==> config.mk <==
export PLATFORM = sky130hd
export DESIGN_NAME = uart_tx_arbiter
export DESIGN_NICKNAME = d
export VERILOG_FILES = /design/src/rtl/uart_tx_arbiter.sv
export SDC_FILE = /design/constraint.sdc
export NUM_CORES = 1
export LEC_CHECK = 0
export CAP_MARGIN = 20
export CORE_MARGIN = 3
export CORE_UTILIZATION = 37
export DETAILED_ROUTE_END_ITERATION = 12
export PLACE_DENSITY_LB_ADDON = 0.25
export REMOVE_ABC_BUFFERS = 1
export SYNTH_ARGS = -nofsm -noshare
export SYNTH_HDL_FRONTEND = slang
export SYNTH_SLANG_ARGS = --single-unit
==> constraint.sdc <==
create_clock -name clk -period 3.5 [get_ports clk]
set_input_delay 0.875 -clock clk [delete_from_list [all_inputs] [get_ports clk]]
set_output_delay 0.875 -clock clk [all_outputs]
set_load 0.05 [all_outputs]
==> src/rtl/uart_tx_arbiter.sv <==
// Round-robin arbiter sharing one UART transmitter among NUM_REQ byte producers.
// Grants one requester, launches its byte, then holds ownership until done or watchdog expiry.
module uart_tx_arbiter #(
  parameter int unsigned NUM_REQ   = 4,
  parameter int unsigned DATA_BITS = 8,
  parameter int unsigned TIMEOUT   = 200000
) (
  input  logic                           clk,
  input  logic                           rst,
  input  logic [NUM_REQ-1:0]             req_i,
  input  logic [NUM_REQ*DATA_BITS-1:0]   data_i,
  output logic [NUM_REQ-1:0]             gnt_o,
  output logic                           done_o,
  output logic                           err_o,
  output logic                           busy_o,
  output logic [$clog2(NUM_REQ)-1:0]     owner_o,
  output logic                           tx_en_o,
  output logic [DATA_BITS-1:0]           tx_data_o,
  input  logic                           tx_done_i
);

  localparam int unsigned IW = $clog2(NUM_REQ);
  localparam int unsigned CW = $clog2(TIMEOUT + 1);

  typedef enum logic {
    S_IDLE = 1'b0,
    S_WAIT = 1'b1
  } state_t;

  state_t                 r_state, w_state_nxt;
  logic [IW-1:0]          r_ptr, w_ptr_nxt;
  logic [CW-1:0]          r_cnt, w_cnt_nxt;
  logic [NUM_REQ-1:0]     r_gnt, w_gnt_nxt;
  logic                   r_done, w_done_nxt;
  logic                   r_err, w_err_nxt;
  logic                   r_busy, w_busy_nxt;
  logic [IW-1:0]          r_owner, w_owner_nxt;
  logic                   r_tx_en, w_tx_en_nxt;
  logic [DATA_BITS-1:0]   r_tx_data, w_tx_data_nxt;

  logic [DATA_BITS-1:0]   w_bytes [NUM_REQ];
  logic                   w_found;
  logic [IW-1:0]          w_win;
  logic [IW-1:0]          w_idx;

  // Unpack the producer bytes so the winner can be selected by index
  always_comb begin
    for (int k = 0; k < int'(NUM_REQ); k++) begin
      w_bytes[k] = data_i[k*DATA_BITS +: DATA_BITS];
    end
  end

  // First pending requester at or after the pointer, wrapping upward
  always_comb begin
    w_found = 1'b0;
    w_win   = '0;
    w_idx   = '0;
    for (int i = 0; i < int'(NUM_REQ); i++) begin
      w_idx = IW'((int'(r_ptr) + i) % int'(NUM_REQ));
      if (!w_found && req_i[w_idx]) begin
        w_found = 1'b1;
        w_win   = w_idx;
      end
    end
  end

  // Next-state and registered-output logic
  always_comb begin
    w_state_nxt   = r_state;
    w_ptr_nxt     = r_ptr;
    w_cnt_nxt     = r_cnt;
    w_gnt_nxt     = '0;
    w_done_nxt    = 1'b0;
    w_err_nxt     = 1'b0;
    w_busy_nxt    = r_busy;
    w_owner_nxt   = r_owner;
    w_tx_en_nxt   = 1'b0;
    w_tx_data_nxt = r_tx_data;

    unique case (r_state)
      S_IDLE: begin
        if (w_found) begin
          w_tx_data_nxt = w_bytes[w_win];
          w_owner_nxt   = w_win;
          w_gnt_nxt     = {{(NUM_REQ-1){1'b0}}, 1'b1} << w_win;
          w_tx_en_nxt   = 1'b1;
          w_busy_nxt    = 1'b1;
          w_ptr_nxt     = IW'((int'(w_win) + 1) % int'(NUM_REQ));
          w_cnt_nxt     = '0;
          w_state_nxt   = S_WAIT;
        end
      end
      S_WAIT: begin
        if (r_cnt != CW'(TIMEOUT)) begin
          w_cnt_nxt = CW'(r_cnt + 1'b1);
        end
        // A done pulse during the launch cycle belongs to an earlier frame
        if (tx_done_i && !r_tx_en) begin
          w_done_nxt  = 1'b1;
          w_busy_nxt  = 1'b0;
          w_state_nxt = S_IDLE;
        end else if (r_cnt == CW'(TIMEOUT)) begin
          w_err_nxt   = 1'b1;
          w_busy_nxt  = 1'b0;
          w_state_nxt = S_IDLE;
        end
      end
      default: begin
        w_state_nxt = S_IDLE;
      end
    endcase
  end

  always_ff @(posedge clk or negedge rst) begin
    if (!rst) begin
      r_state   <= S_IDLE;
      r_ptr     <= '0;
      r_cnt     <= '0;
      r_gnt     <= '0;
      r_done    <= 1'b0;
      r_err     <= 1'b0;
      r_busy    <= 1'b0;
      r_owner   <= '0;
      r_tx_en   <= 1'b0;
      r_tx_data <= '0;
    end else begin
      r_state   <= w_state_nxt;
      r_ptr     <= w_ptr_nxt;
      r_cnt     <= w_cnt_nxt;
      r_gnt     <= w_gnt_nxt;
      r_done    <= w_done_nxt;
      r_err     <= w_err_nxt;
      r_busy    <= w_busy_nxt;
      r_owner   <= w_owner_nxt;
      r_tx_en   <= w_tx_en_nxt;
      r_tx_data <= w_tx_data_nxt;
    end
  end

  assign gnt_o     = r_gnt;
  assign done_o    = r_done;
  assign err_o     = r_err;
  assign busy_o    = r_busy;
  assign owner_o   = r_owner;
  assign tx_en_o   = r_tx_en;
  assign tx_data_o = r_tx_data;

endmodule

==> summary.md <==
| Metric | Value |
|---|---|
| Setup Skew | `0.00652 ns` |
| FF-to-FF path depth | `7` |
| Count of flip-flops with a built-in enable after synthesis | `0` |
| Power Density | `753 mW/mm^2` |
| Antenna-violating nets left | `0` |
| Synth Flop Type | `dfrtp_1` |
| Syn Inst Count | `213` |
| Max incr delay on CP | `0.48 ns` |
| Share of cells above drive strength 1 | `10.4%` |
| Hold Path Stages | `1` |
| Die Ht | `81.8 microns` |
| Min-Delay Path Class | `reg2reg` |
| Net count, final | `310` |
| Root Driver | `clkbuf_8` |
| Cell variety after synth | `51` |
| # setup viols final | `0` |
| Die area | `0.00669 sq mm` |
| IO Port Bufs | `56` |
| Mean Syn Cell Area | `9.97 sq um` |
| CP arrival | `2.85 ns` |
| Worst Path Buf+Inv | `2` |
| Worst Path Required | `3.74 ns` |
| Clock sinks | `39` |
| Worst Hold Launch | `owner_o[1]$_DFFE_PN0P_` |
| GRT Total Usage | `16.9%` |
| Dpl cells | `332` |
| Final Worst Setup Slack | `0.886 ns` |
| Vias in the first global route | `1794` |
| Vias post-DR | `1829` |
| DR WL/cell | `15.3 microns` |
| Final min period | `2.61 ns` |
| Starting Density | `39.8%` |
| RSZ-0062 raised after global routing | `no` |
| Final Max Slew Viols | `0` |
| YS warnings | `0` |
| Min-Delay Endpoint | `owner_o[1]$_DFFE_PN0P_` |
| GPL Wtd Cong | `0.880` |
| Die X | `81.8 microns` |
| I/O pins | `57` |
| Drt first pass iters | `4` |
| Switching Fraction | `43.7%` |
| Post-synthesis register bit count | `39` |
| Part of the power in registers | `31.5%` |
| Util after Layout | `53.4%` |
| First DRT Iteration DRCs | `122` |
| TNS Setup | `0 ns` |
| Post-route cell area | `0.00285 sq mm` |
| Storage cell area | `976 sq um` |
| Core Box Area | `0.00534 sq mm` |
| Ys async rst share | `100%` |
| Static leakage | `1.23 nW` |
| Inserted Diodes | `0` |
| Reg2reg end | `r_cnt[4]$_DFFE_PN0P_` |
| Clk slew on worst S/H paths | `0.08 ns` |
| Endpoint class of the critical path | `register` |
| Largest net degree at the start of global routing | `40` |
| Hold Fails Final Rpt | `0` |
| Max-cap viol count | `0` |
| H-tree depth | `2` |
| Clk buf depth | `2` |
| Least-Margin Pin Slew | `0.848 ns` |
| Final worst path period share | `74.7%` |
| CTS tree | `yes` |
| Dpl ws | `0.578 ns` |
| Via density | `5.38` |
| Clock network power share | `18.1%` |
| P_sw | `0.937 mW` |
| Reg-to-reg startpoint | `r_cnt[0]$_DFFE_PN0P_` |
| Area growth syn-to-layout | `34.2%` |
| CTS buffer count | `5` |
| Setup crit start kind | `input pin` |
| Fill count | `492` |
| Register-to-Register Setup Slack | `1.14 ns` |
| Drt total wl | `5210 microns` |
| Critical path type | `in2reg` |
| Crit path max-delay cell type | `clkdlybuf4s50_1` |
| Worst-path maximum fanout | `18` |
| Post_cts resized | `0` |
| Residual DRC | `0` |
| Hpwl dp | `3850 microns` |
| Post-DP Area | `0.00273 sq mm` |
| Most frequent cells in the layout | `clkdlybuf4s50_1 (55), dfrtp_1 (39), nand2_1 (16)` |
| Status | `finished clean` |
| Std-Cell Rows | `26` |
| Sequential share of the synthesized area | `45.9%` |
| CTS Hold Buffers Added | `0` |
| Post-CTS Setup Inserts | `0` |
| Crit-path cells | `clkdlybuf4s50_1, nor4_1, or2_2, inv_1, nor2_1, a22o_2` |
| Delay-heaviest family, CP | `simple AND/OR/NAND/NOR gates` |
| Total power | `2.15 mW` |
| Max Clock Freq | `0.383 GHz` |
| Initial antenna violation count | `0` |
| First-pass GRT wire length | `8570 microns` |
| Internal power | `1.21 mW` |
| Multi-input gate area | `0.00105 sq mm` |
| Skew-Pair Late Insertion Delay | `0.30 ns` |
| Syn Std Cell Area | `0.00212 sq mm` |
| Worst vdd ir | `0.496 mV` |
| Worst slew margin | `43.5%` |
| Comb pwr share | `50.3%` |
| Hold slack final | `0.487 ns` |
| Fin cells | `340` |
| GR Overflow Total | `0` |
| Commonest non-fill, non-tap cell in the layout | `clkdlybuf4s50_1` |
## synthesized netlist by cell type (2+ instances only)
cell,count,area [sq um]
dfrtp_1,39,976
nand2_1,16,60.1
nand3_1,14,70.1
nor2_1,14,52.6
mux2i_1,11,110
nor3b_1,10,75.1
a211oi_1,8,60.1
inv_1,8,30.0
a2111oi_0,7,61.3
o21ai_0,7,35.0
a21oi_1,6,30.0
and3_1,5,31.3
xnor2_1,5,43.8
buf_2,4,20.0
clkbuf_1,4,15.0
nor3_1,4,20.0
nor4_1,4,25.0
a21o_1,3,22.5
and3_2,3,22.5
buf_6,3,33.8
nand4_1,3,18.8
o31ai_1,3,22.5
a211o_1,2,17.5
ha_1,2,25.0
o22ai_1,2,12.5
## cell families after synthesis
| logic type | Yosys count | share of synthesized area, % |
|---|---|---|
| muxes | 13 | 6.42 |
| and+or+nand+nor | 84 | 22.1 |
| buffers and inverters | 20 | 4.83 |
| adders and majority gates | 2 | 1.18 |
| DFF | 39 | 45.9 |
| AOI/OAI and AO/OA | 50 | 17.4 |
| xor gates and xnor gates | 5 | 2.06 |
## registers in the layout, summed over array words and instances (netlist names)
signal,flops
busy_o,1
done_o,1
err_o,1
gnt_o,4
owner_o,2
r_cnt,18
r_ptr,2
r_state,1
tx_data_o,8
tx_en_o,1
## layer usage
metal | global-route usage, % | up-vias | part of all wire, %
met5 | 0 | - | 0
met3 | 4.50 | 10 | 3.4
li1 | - | 908 | -
met1 | 21.8 | 876 | 46
met4 | 7.48 | 0 | 2.1
met2 | 26.3 | 35 | 49
## worst max path at each step
stage	start	endpoint	slack (ns)	cells past startpoint
CTS	req_i[1]	r_cnt[4]$_DFFE_PN0P_	0.89	6
floorplan	req_i[2]	tx_data_o[7]$_DFFE_PN0P_	0.84	5
finish	req_i[1]	r_cnt[4]$_DFFE_PN0P_	0.89	6
detailed placement	req_i[1]	r_cnt[4]$_DFFE_PN0P_	0.58	6
global placement	req_i[1]	r_cnt[4]$_DFFE_PN0P_	0.58	6
global route	req_i[1]	r_cnt[4]$_DFFE_PN0P_	0.70	6
## power groups by stage
stage          Combinational (mW)  Sequential, mW  Clock, mW
2_1_floorplan               0.406           0.961          0
3_3_place_gp                 1.07           0.682          0
3_5_place_dp                 1.09           0.683          0
4_1_cts                      1.09           0.676      0.399
5_1_grt                      1.17           0.698      0.424
6_report                     1.08           0.677      0.389
## cell type report
type	instances	share of cell area, %
inverter	8	1.05
clock inverter	2	1.23
sequential	39	34.2
clock buffer	6	2.90
timing repair buffer	61	20.8
multi-input combinational	154	36.7
tap	70	3.07
(Power assumes the default switching activity.)
